## config.mk

```make
export PLATFORM = sky130hd
export DESIGN_NAME = de_pipe_reg
export DESIGN_NICKNAME = d
export VERILOG_FILES = /design/src/rtl/de_pipe_reg.sv
export SDC_FILE = /design/constraint.sdc
export NUM_CORES = 1
export LEC_CHECK = 0
export ABC_AREA = 1
export CAP_MARGIN = 20
export CORE_AREA = 2 2 145 147
export CTS_CLUSTER_SIZE = 12
export DETAILED_ROUTE_END_ITERATION = 7
export DIE_AREA = 0 0 147 149
export DONT_BUFFER_PORTS = 1
export PLACE_DENSITY = 0.6
export SYNTH_ARGS = -nofsm -noshare
export SYNTH_HDL_FRONTEND = slang
export SYNTH_SLANG_ARGS = --single-unit
```

## constraint.sdc

```tcl
create_clock -name clk -period 1.45 [get_ports clk]
set_input_delay 0.435 -clock clk [delete_from_list [all_inputs] [get_ports clk]]
set_output_delay 0.435 -clock clk [all_outputs]
set_load 0.01 [all_outputs]
```

## src/rtl/de_pipe_reg.sv

```systemverilog
// de_pipe_reg: decode-to-execute stage register.
// Action priority each edge: reset > flush > hold > stall (bubble) > load.
// A bubble clears the instruction identity but keeps PC+8/BD so a later
// exception on the empty slot can still report a correct EPC.
// bubble_cnt counts bubbles actually inserted and saturates at all-ones.
module de_pipe_reg #(
   parameter int XLEN   = 32,
   parameter int REG_AW = 5,
   parameter int RES_W  = 2,
   parameter int EXC_W  = 5,
   parameter int BCNT_W = 16
) (
   input  logic              clk,
   input  logic              reset,
   input  logic              flush,
   input  logic              hold,
   input  logic              stall,
   input  logic              cnt_clr,
   input  logic [XLEN-1:0]   ir_d,
   input  logic [XLEN-1:0]   pc8_d,
   input  logic [XLEN-1:0]   rs_d,
   input  logic [XLEN-1:0]   rt_d,
   input  logic [XLEN-1:0]   ext_d,
   input  logic [REG_AW-1:0] a3_d,
   input  logic [RES_W-1:0]  res_d,
   input  logic [EXC_W-1:0]  exc_d,
   input  logic              bd_d,
   input  logic              valid_d,
   output logic [XLEN-1:0]   ir_e,
   output logic [XLEN-1:0]   pc8_e,
   output logic [XLEN-1:0]   rs_e,
   output logic [XLEN-1:0]   rt_e,
   output logic [XLEN-1:0]   ext_e,
   output logic [REG_AW-1:0] a3_e,
   output logic [RES_W-1:0]  res_e,
   output logic [EXC_W-1:0]  exc_e,
   output logic              bd_e,
   output logic              valid_e,
   output logic [BCNT_W-1:0] bubble_cnt
);

   // Stage payload carried from D to E.
   typedef struct packed {
      logic [XLEN-1:0]   ir;
      logic [XLEN-1:0]   pc8;
      logic [XLEN-1:0]   rs;
      logic [XLEN-1:0]   rt;
      logic [XLEN-1:0]   ext;
      logic [REG_AW-1:0] a3;
      logic [RES_W-1:0]  res;
      logic [EXC_W-1:0]  exc;
      logic              bd;
      logic              valid;
   } de_t;

   de_t d_in;
   de_t e_q;
   de_t e_nxt;
   logic bubble_take;

   // Gather the D-stage inputs into one payload.
   always_comb begin
      d_in       = '0;
      d_in.ir    = ir_d;
      d_in.pc8   = pc8_d;
      d_in.rs    = rs_d;
      d_in.rt    = rt_d;
      d_in.ext   = ext_d;
      d_in.a3    = a3_d;
      d_in.res   = res_d;
      d_in.exc   = exc_d;
      d_in.bd    = bd_d;
      d_in.valid = valid_d;
   end

   // A bubble is only inserted (and counted) when neither flush nor hold wins.
   assign bubble_take = stall & ~flush & ~hold;

   // Next stage contents by priority flush > hold > stall > load.
   always_comb begin
      e_nxt = e_q;
      if (flush) begin
         e_nxt = '0;
      end else if (hold) begin
         e_nxt = e_q;
      end else if (stall) begin
         // rs/rt/ext keep their old values; only identity is cleared.
         e_nxt.ir    = '0;
         e_nxt.a3    = '0;
         e_nxt.res   = '0;
         e_nxt.exc   = '0;
         e_nxt.valid = 1'b0;
         e_nxt.pc8   = d_in.pc8;
         e_nxt.bd    = d_in.bd;
      end else begin
         e_nxt = d_in;
      end
   end

   // Stage register.
   always_ff @(posedge clk or negedge reset) begin
      if (!reset) e_q <= '0;
      else        e_q <= e_nxt;
   end

   // Saturating bubble counter; clear wins over an increment.
   always_ff @(posedge clk or negedge reset) begin
      if (!reset)                               bubble_cnt <= '0;
      else if (cnt_clr)                         bubble_cnt <= '0;
      else if (bubble_take && bubble_cnt != '1) bubble_cnt <= bubble_cnt + BCNT_W'(1);
   end

   assign ir_e    = e_q.ir;
   assign pc8_e   = e_q.pc8;
   assign rs_e    = e_q.rs;
   assign rt_e    = e_q.rt;
   assign ext_e   = e_q.ext;
   assign a3_e    = e_q.a3;
   assign res_e   = e_q.res;
   assign exc_e   = e_q.exc;
   assign bd_e    = e_q.bd;
   assign valid_e = e_q.valid;

endmodule
```

# Word level (Yosys, flattened, before mapping)

Index checks and enable logic that the tools add are counted.

$add $sub $neg: 1
Equality and inequality tests: 3
Mux-type cells: 7
Bitwise logic cells: 4
Reduce and logical (&&, ||, !) cells: 3

Operators by type and width:

| kind                                           | count |
|---|---|
| two-way mux 174 bit                            | 2 |
| two-way mux 96 bit                             | 1 |
| two-way mux 64 bit                             | 1 |
| two-way mux 16 bit                             | 2 |
| adder 16 x 1 -> 16 bit (second input constant) | 1 |
| != test 16 bit (second input constant)         | 1 |
| two-way mux 14 bit                             | 1 |
| != test 2 bit (second input constant)          | 2 |
| AND 1 bit                                      | 2 |
| NOT 1 bit                                      | 2 |
| AND reduction 2 bit                            | 1 |
| nonzero test 2 bit                             | 1 |
| logical AND 1 bit                              | 1 |

Bits in registers: 190
Input bits: 180
Output and inout bits: 190
Logic and storage cells: 29

# Longest topological paths before layout

Depth in word-level cells: 6
Mapped depth: 10
Depth with buffers taken out: 9

# Worst setup path after synthesis

No wires, ideal clock.

Path kind: register to register
Start point: register bubble_cnt[0]
End point: register bubble_cnt[11]
Setup time: 0.066 ns
Data arrival time: 1.472 ns
Data required time: 1.384 ns
Setup slack: -0.087 ns
Cell stages (with the launch flop): 10
Path buffers: 1
Clock period less this slack: 1.537 ns
Path through: dfrtp_1 -> ha_1 -> nand2_1 -> nor2_4 -> nand2_4 -> nor2_4 -> nor2_2 -> buf_2 -> nand4_1 -> nand2_1

Cells in the longest elaborated chain, start to end: 3
Elaborated cells between the ends (all ways): 6
Classes of those cells: add/sub: 1; eq/ne: 1; mux: 2; reduce/logical: 2

RTL lines:

| what                                                     | RTL line | source |
|---|---|---|
| start: declaration                                       | 39       | `output logic [BCNT_W-1:0] bubble_cnt` |
| start signal: assignment                                 | 110      | `else if (bubble_take && bubble_cnt != '1) bubble_cnt <= bubble_cnt + BCNT_W'(1);` |
| adder 16 x 1 -> 16 bit or != test 16 bit (tied branches) | 110      |  |
| two-way mux 16 bit or logical AND 1 bit (tied branches)  | 110      |  |
| two-way mux 16 bit or nonzero test 2 bit (tied branches) | -        |  |

Several ways; a longest one is shown, not always the timed one. The select of a mux whose other input is x is not followed.
A chain may end at the register's enable or synchronous reset.

# Worst setup path after layout

Start point: register bubble_cnt[7]
End point: output bubble_cnt[7]

No word-level cell between the ends.

==> metrics.md <==
| Metric | Value |
|---|---|
| Status | finished with violations |
| Failing checks | negative hold slack, negative setup slack |
| # IOs | between 300 and 400 |
| Synth cell types | 22 |
| GR Util met2 | between 30% and 40% |
| M1 GR Usage | about a quarter |
| Most common library cells after synthesis | nand3_1 (203), dfrtp_1 (190), inv_1 (119) |
| Avg Inst Size Synth | about 8.7 sq um |
| Hold Fails Final Rpt | 190 |
| Prevailing post-synth register cell | dfrtp_1 |
| Layout Skew | approximately 9.3 ps |
| Layout area overhead | 15.4% |
| Cells after synthesis | approximately 930 |
| Switch share | about a quarter |
| Sequential share of the synthesized area | 59.0% |
| Die Height | about 150 um |
| Min cycle time layout | about 1500 ps |
| Antenna Violating Nets Remaining | 0 |
| CTS max path bufs | 2 |
| Fin crit share | 103% |
| Mux contribution to synthesized area | 0% |
| Utilization after layout | between 40% and 50% |
| Initial antenna violation count | 2 |
| R2r setup slk | ~50 ps |
| PwrDens | roughly 1200 nW/um^2 |
| Clk sink count | 190 |
| Peak supply drop | 0.726 mV |
| Fill count | 1995 |
| Post-Syn Area | between 8000 and 9000 sq um |
| CTS H-tree lvls | 4 |
| Via count | 6333 |
| Register share of total power | 52.6% |
| Yosys top cell by area | dfrtp_1 |
| Post-synth EDFFs | 0 |
| Grt met3 use | about 8.5% |
| RSZ-0062 raised after global routing | true |
| FF+latch count, synth | 190 |
| WL final | roughly 23 mm |
| Synth area leaders | dfrtp_1 (59%), nand3_1 (13%), o21ai_0 (7.0%), inv_1 (5.5%), nand2_1 (5.1%) |
| GRT Util Overall | between 20 and 25% |
| Yosys warns | 0 |
| XOR/XNOR share of the synthesized area | less than 1% |
| Vias in the first global route | around 6300 |
| Fmax | 672 MHz |
| Global-route wire length before repair | 35.3 mm |
| CP required | about 1000 ps |
| WL per Instance | between 15 and 20 um |
| DP Wirelength | ~16 mm |
| Clock share of power | a little over two fifths |
| R2R depth | 10 |
| Hold Path Class | input port to async pin |
| Most used routing layer | met2 |
| P_sw | just under 0.003 W |
| Setup CP Type | flip-flop to primary output |
| Gate power share | 5.5% |
| Clock insertion delay at the later pin of the skew report | 420 ps |
| CTS tree | built |
| Die area | between 20000 and 25000 sq um |
| Most frequent cell after synthesis | nand3_1 |
| RD Place Congestion | 0.825 |
| Initial DRT Pass Iterations | 5 |
| Placed insts | about 1200 |
| Final worst setup slack | -37.9 ps |
| # port buffers | 0 |
| Non-Filler Instances | 1221 |
| Internal power | approximately 0.0082 W |
| Cell Rows | 53 |
| Vias/cell | roughly 5.2 |
| Nets | between 1000 and 1500 |
| Congestion Overflow GR | 0 |
| Compound-gate portion of the synthesized area | under 10% |
| Effective utilization at floorplan | 39.2% |
| Hold Slack | -293 ps |
| Least-Margin Pin Slew | 540 ps |
| Worst Path Arrival | 1050 ps |
| Setup-failing EPs final | 1 |
| R2R Path Start | bubble_cnt[1] |
| Largest net degree at the start of global routing | about 190 |
| Critical Path Source | bubble_cnt[7] |
| Adder-cell share of the synthesized area | less than 1% |
| Ys async rst share | 100% |
| Lkg Pwr | 4.41 nW |
| Crit start category | flip-flop |
| Inserted Clock Buffers | 17 |
| MaxCap Viol Count | 0 |
| Rel. slew slack | ~64% |
| Reg2Reg Capture Point | bubble_cnt[9] |
| Number of remaining DRC errors | 0 |
| Core ar. | approximately 21000 sq um |
| Share of layout cells above drive strength 1 | about 11% |
| Clock slew seen by the registers of the worst setup and hold paths | about 80 ps |
| Setup TNS | -37.9 ps |
| Synth top area share | about 59% |
| Starting DRT DRC Count | about 380 |
| Simple-gate portion of the synthesized area | a little under a quarter |
| Crit end category | primary output |
| DIE WIDTH | roughly 150 um |
| Crit-path max FO | 2 |
| Clock Tree Root | clkbuf_16 |
| Main combinational cell family by area after synthesis | simple AND/OR/NAND/NOR gates |
| Fin. max-slew vios | 0 |
| Syn_nets | approximately 1100 |
-- repair_timing --
item,in CTS,in global routing
endpoints found under the hold margin,190,190
pin swaps,1,0
setup buffers,5,4
setup endpoints to repair,14,24
resized for setup,6,18
-- how the worst max path moves through the flow --
stage	to	slack (ps)	depth (start not counted)
finish	bubble_cnt[7]	-40	2
detailed placement	bubble_cnt[10]	-1	8
floorplan	bubble_cnt[11]	-40	10
CTS	bubble_cnt[7]	-50	2
global route	bubble_cnt[7]	-80	2
global placement	bubble_cnt[10]	50	8
-- cells by family (layout without fill, tap and decap cells) --
| logic type | count (synthesis) | after routing |
|---|---|---|
| AOI/OAI and AO/OA | 135 | 135 |
| xor gates and xnor gates | 2 | 2 |
| adders and majority gates | 1 | 1 |
| buffers and inverters | 184 | 203 |
| DFF | 190 | 190 |
| other | 0 | 2 |
| and+or+nand+nor | 413 | 413 |
-- power groups by stage --
stage,Combinational [W],Clock [W],Sequential (W)
floorplan,0.000468,0,0.00587
global placement,0.000600,0,0.00595
detailed placement,0.000616,0,0.00595
CTS,0.000614,0.00478,0.00585
global route,0.000705,0.00502,0.00587
finish,0.000611,0.00466,0.00585
-- registers in the layout, summed over array words and instances, names as in the netlist --
name	flops
exc_e	5
rt_e	32
bubble_cnt	16
pc8_e	32
valid_e	1
ext_e	32
ir_e	32
bd_e	1
rs_e	32
a3_e	5
res_e	2
-- metal layers --
| metal | up-vias | wire [um] |
|---|---|---|
| met3 | 38 | 2130 |
| li1 | 3003 | - |
| met2 | 244 | 11000 |
| met1 | 3048 | 9010 |
| met5 | - | 0 |
| met4 | 0 | 555 |
-- metrics by stage --
step	setup slack (ps)	total power [W]	hold slack, ps	cell area (sq um)
after detailed placement	-1.11	0.00656	146	8580
after CTS	-53.2	0.0112	-326	9210
final	-37.9	0.0111	-293	9300
after floorplan	-37.0	0.00634	139	8070
after global placement	46.4	0.00655	147	8580
after global routing	-75.8	0.0116	-325	9300
-- cell type report --
type                       count  area [sq um]  share of cell area, %
clock inverter                14           153                   1.64
tap                          275           344                   3.70
multi-input combinational    551          2630                   28.3
sequential                   190          4760                   51.2
inverter                     121           457                   4.91
timing repair buffer          51           528                   5.68
clock buffer                  17           425                   4.57
antenna                        2          5.00                 0.0538
-- layout by cell type, fill, tap and decap left out, types with 2 or more instances in the layout --
cell        Yosys  routed
nand2_1       110     107
clkinv_2        0       2
inv_1         119     118
dfrtp_1       190     187
nand3_1       203     203
nand4_1        11      11
inv_8           0       5
clkinvlp_4      0       3
diode_2         0       2
buf_6           1      12
dfrtp_2         0       3
xor2_1          2       2
o21ai_0       113     113
nor2_2          2       3
inv_6           0       2
inv_2           2       2
nand2_4         1       2
nand2_2         1       3
o21ai_1        20      19
nor2_1         80      77
nor2_4          4       6
buf_4           0      31
clkbuf_16       0      17
buf_12          0       8
-- worst max-delay path: stages (launching register included) --
cell and delay (ps):
dfrtp_1 400, buf_6 130, buf_6 110
No activity file was read; power rests on OpenSTA's default activity.
